`src/rtl/vending_ctrl_param.sv`:
```
// Parametrised vending controller: accumulates coin credit, vends at PRICE_U, refunds serially as 5-unit pulses.
// Define VEND_COIN25_EN to accept coin code 11 as a 25-unit coin; otherwise code 11 is always rejected.
module vending_ctrl_param #(
    parameter int PRICE_U  = 4,
    parameter int CREDIT_W = 4
) (
    input  logic                clk,
    input  logic                rst,
    input  logic [1:0]          coin,
    input  logic                cancel,
    output logic                dispense,
    output logic                chg5,
    output logic                coin_rej,
    output logic                busy,
    output logic [CREDIT_W-1:0] credit
);

    typedef enum logic [1:0] {
        S_COLLECT = 2'd0,
        S_VEND    = 2'd1,
        S_CHANGE  = 2'd2
    } state_t;

    localparam logic [CREDIT_W-1:0] PRICE_C = CREDIT_W'(PRICE_U);

    function automatic logic [CREDIT_W-1:0] coin_value(input logic [1:0] code);
        case (code)
            2'b01:   return CREDIT_W'(1);
            2'b10:   return CREDIT_W'(2);
`ifdef VEND_COIN25_EN
            2'b11:   return CREDIT_W'(5);
`else
            2'b11:   return '0;
`endif
            default: return '0;
        endcase
    endfunction

    function automatic logic coin_accepted(input logic [1:0] code);
`ifdef VEND_COIN25_EN
        return code != 2'b00;
`else
        return (code == 2'b01) || (code == 2'b10);
`endif
    endfunction

    state_t                state_q, state_d;
    logic [CREDIT_W-1:0]   credit_q, credit_d;
    logic [CREDIT_W-1:0]   change_q, change_d;
    logic                  dispense_q, dispense_d;
    logic                  chg5_q, chg5_d;
    logic                  coin_rej_q, coin_rej_d;
    logic [CREDIT_W-1:0]   sum;
    logic                  accept;

    always_comb begin
        state_d    = state_q;
        credit_d   = credit_q;
        change_d   = change_q;
        dispense_d = 1'b0;
        chg5_d     = 1'b0;
        coin_rej_d = 1'b0;
        // A rejected code contributes zero, so sum collapses to the held credit.
        sum        = credit_q + coin_value(coin);
        accept     = coin_accepted(coin);

        case (state_q)
            S_COLLECT: begin
                coin_rej_d = (coin != 2'b00) && !accept;
                if (cancel && (sum != '0)) begin
                    state_d  = S_CHANGE;
                    change_d = sum;
                    credit_d = '0;
                end else if (accept) begin
                    if (sum >= PRICE_C) begin
                        state_d    = S_VEND;
                        change_d   = sum - PRICE_C;
                        credit_d   = '0;
                        dispense_d = 1'b1;
                    end else begin
                        credit_d = sum;
                    end
                end
            end
            S_VEND: begin
                coin_rej_d = coin != 2'b00;
                state_d    = S_CHANGE;
            end
            S_CHANGE: begin
                coin_rej_d = coin != 2'b00;
                if (change_q != '0) begin
                    chg5_d   = 1'b1;
                    change_d = change_q - CREDIT_W'(1);
                end else begin
                    state_d = S_COLLECT;
                end
            end
            default: begin
                state_d = S_COLLECT;
            end
        endcase
    end

    always_ff @(posedge clk) begin
        if (rst) begin
            state_q    <= S_COLLECT;
            credit_q   <= '0;
            change_q   <= '0;
            dispense_q <= 1'b0;
            chg5_q     <= 1'b0;
            coin_rej_q <= 1'b0;
        end else begin
            state_q    <= state_d;
            credit_q   <= credit_d;
            change_q   <= change_d;
            dispense_q <= dispense_d;
            chg5_q     <= chg5_d;
            coin_rej_q <= coin_rej_d;
        end
    end

    assign dispense = dispense_q;
    assign chg5     = chg5_q;
    assign coin_rej = coin_rej_q;
    assign busy     = state_q != S_COLLECT;
    assign credit   = credit_q;

endmodule

```
`config.mk`:
```
export PLATFORM = sky130hd
export DESIGN_NAME = vending_ctrl_param
export DESIGN_NICKNAME = d
export VERILOG_FILES = /design/src/rtl/vending_ctrl_param.sv
export SDC_FILE = /design/constraint.sdc
export NUM_CORES = 1
export LEC_CHECK = 0
export ABC_AREA = 1
export BUFFER_PORTS_ARGS = -buffer_cell sky130_fd_sc_hd__buf_2
export CORE_UTILIZATION = 59
export DETAILED_ROUTE_END_ITERATION = 8
export GPL_TIMING_DRIVEN = 0
export MAX_ROUTING_LAYER = met4
export PLACE_DENSITY_LB_ADDON = 0.2
export SLEW_MARGIN = 40
export SYNTH_ARGS = -nofsm -noshare
export SYNTH_HDL_FRONTEND = slang
export SYNTH_SLANG_ARGS = --single-unit
```
`constraint.sdc`:
```
create_clock -name clk -period 5.9 [get_ports clk]
set_input_delay 1.18 -clock clk [delete_from_list [all_inputs] [get_ports clk]]
set_output_delay 1.18 -clock clk [all_outputs]
set_load 0.05 [all_outputs]
```
==> results.toml <==
[sta]
fin_setup_tns_ps = 0
tightest_slew_ps = 286
rsz0062_at_grt = "false"
relSlewSlack_pct = 80.7
hold_viol_final = 0
fmax_ghz = 0.330
final.setup_skew_ps = 2.40
period_minus_slack_ps = 3030
setup_ws_ps = 2870
finalSetupViolations = 0
slew_viol_final = 0
holdWs_ps = 510
period_share_pct = 51.4

[clocking]
cts_hold_buf = 0
h-tree-depth = 1
cts-root-buf = "clkbuf_4"
cts_setup_buffers = 0
cts_tree = "done"
cts_resized = 0
cts_buffer_depth = 2
worstSkewPairLatency_ps = 280
cts_sinks = 13
clkTransAtPathRegs_ps = 90
cts_buffers = 3

[worst_setup_path]
crit_arrival_ps = 3210
start_kind = "input pin"
worst-path-max-fanout = 8
r2r-start = "credit[0]"
startpoint = "coin[1]"
critPathKind = "in -> reg"
critPathRequiredTime_ps = 6080
cp-end-kind = "flop"

[yosys]
syn_inst = 126
ys.flop_type = "dfxtp_1"
yosysUniqueCellTypes = 23
synth_edf_count = 0
async_reset_ff_share_pct = 0
synth_area_um2 = 917
syn_nets = 145
synth_seq_cells = 13
synth_area_leaders = "dfxtp_1, ha_1, nand2_1"
ys_seq_area_share_pct = 28.4
yosysWarnings = 0
synth.avg_cell_area_um2 = 7.28
synthDominantCellAreaShare_pct = 28.4
yosysTopAreaCell = "dfxtp_1"

[final_layout]
layout_commonest_cell = "nand2_1"
antenna_cells = 0
final_cell_area_um2 = 1020
layout_common_cells = "nand2_1, inv_1, ha_1, dfxtp_1, buf_2"
fin_nets = 162
fillers = 105
drive_gt1_share_pct = 17.6
area_growth_pct = 11.5

[routing]
wl_per_cell_um = 10.5
wl_mm = 1.65
drtPass1Iterations = 4
via_per_inst = 5.22
drt_iter0_markers = 13
ant_nets = 0
vias = 819
route.detailed.drc = 0

[power_and_ir_drop]
switching_power_mw = 0.341
internal_power_mw = 0.277
seq_power_share_pct = 22.9
p_sw_share_pct = 55.2
power_leakage_nw = 0.553
p_per_area_nw_per_um2 = 605
p_clk_share_pct = 9.5
finalPower_mw = 0.618
combPwrFrac_pct = 67.5
vdd_ir_drop_max_uv = 352

[die]
start_util_pct = 67.1
coreArea_um2 = 1370
die_h_um = 41.4
io_pins = 13
rows = 13
die_area_um2 = 1720
die_x_um = 41.4

[global_routing]
grt_pass1_vias = 630
grt_pass1_wl_mm = 2.59
antenna_found_initial = 0
track_usage_pct = 20.1
grt_max_degree = 10
overflow = 0

[placed_design]
dp_worst_setup_slack_ps = 2550
globalplace.congestion = 0.875
io_buffers = 12
dpl-instance-area_um2 = 996
dp_hpwl_mm = 1.27

[min_path]
hp-class = "reg -> reg"
hold_path.startpoint = "change_q[2]"

[flow_run]
max_cap_violations = 0

[run_status]
status = "complete, no violations"
## cells by family (layout without fill, tap and decap cells)
family / count (synthesis) / after routing / synth area share, %
AOI/OAI and AO/OA: 25 / 25 / 16.4
xor gates and xnor gates: 1 / 1 / 0.955
adders and majority gates: 14 / 14 / 19.9
buffers and inverters: 25 / 41 / 10.2
DFF: 13 / 13 / 28.4
and+or+nand+nor: 48 / 48 / 24.1
## cell usage after synthesis, types with 2 or more instances
cell type / instances
o21ai_0: 8
nand2_4: 2
nand2_1: 26
nor2_1: 9
nand3_2: 2
dfxtp_1: 13
nand3_1: 6
ha_1: 13
inv_1: 23
a21oi_1: 9
inv_2: 2
o21ai_1: 2
## power by group through the flow
stage	logic, mW	clock network [mW]	registers, mW
global route	0.458	0.0617	0.147
finish	0.417	0.0590	0.142
global placement	0.405	0	0.143
detailed placement	0.414	0	0.144
CTS	0.418	0.0594	0.142
floorplan	0.276	0	0.206
## state kept, by name, indices dropped and copies added (netlist names)
signal and cells:
coin_rej 1, dispense 1, change_q 4, state_q 2, credit 4, chg5 1
## final timing paths
path / to / slack, ps / cells after the start
worst max-delay path: credit[0] / 2870 / 15
worst min-delay path: change_q[2] / 510 / 2
worst max register to register: credit[0] / 3730 / 12
worst min register to register: change_q[2] / 510 / 2
## metrics by stage
step,util [%],cells
detailed placement,72.9,153
floorplan,-,126
global route,74.8,157
CTS,74.8,157
global placement,72.9,153
finish,74.8,157
## area by class of cell
class	instances	area [um2]	share of cell area (%)
inverter	25	93.8	9.18
timing repair buffer	12	60.1	5.88
multi-input combinational	88	563	55.1
clock buffer	4	26.3	2.57
tap	15	18.8	1.84
sequential	13	260	25.5
## metal layers
layer	track usage [%]	up-vias	part of all wire (%)
li1	-	433	-
met1	24.8	365	48
met2	30.3	16	47
met3	3.91	5	3.0
met4	11.6	0	2.3
met5	-	-	0
## worst max-delay path, stage by stage
cell and delay (ps):
buf_2 110, inv_1 70, ha_1 140, ha_1 170, inv_1 60, fa_1 400, nand2_1 90, nand2_1 70
ha_1 230, nand3_2 110, nand2_4 90, o21ai_2 190, inv_1 110, a21oi_1 140, nor2_1 50
Note: power is estimated with default switching activity, not from simulation.
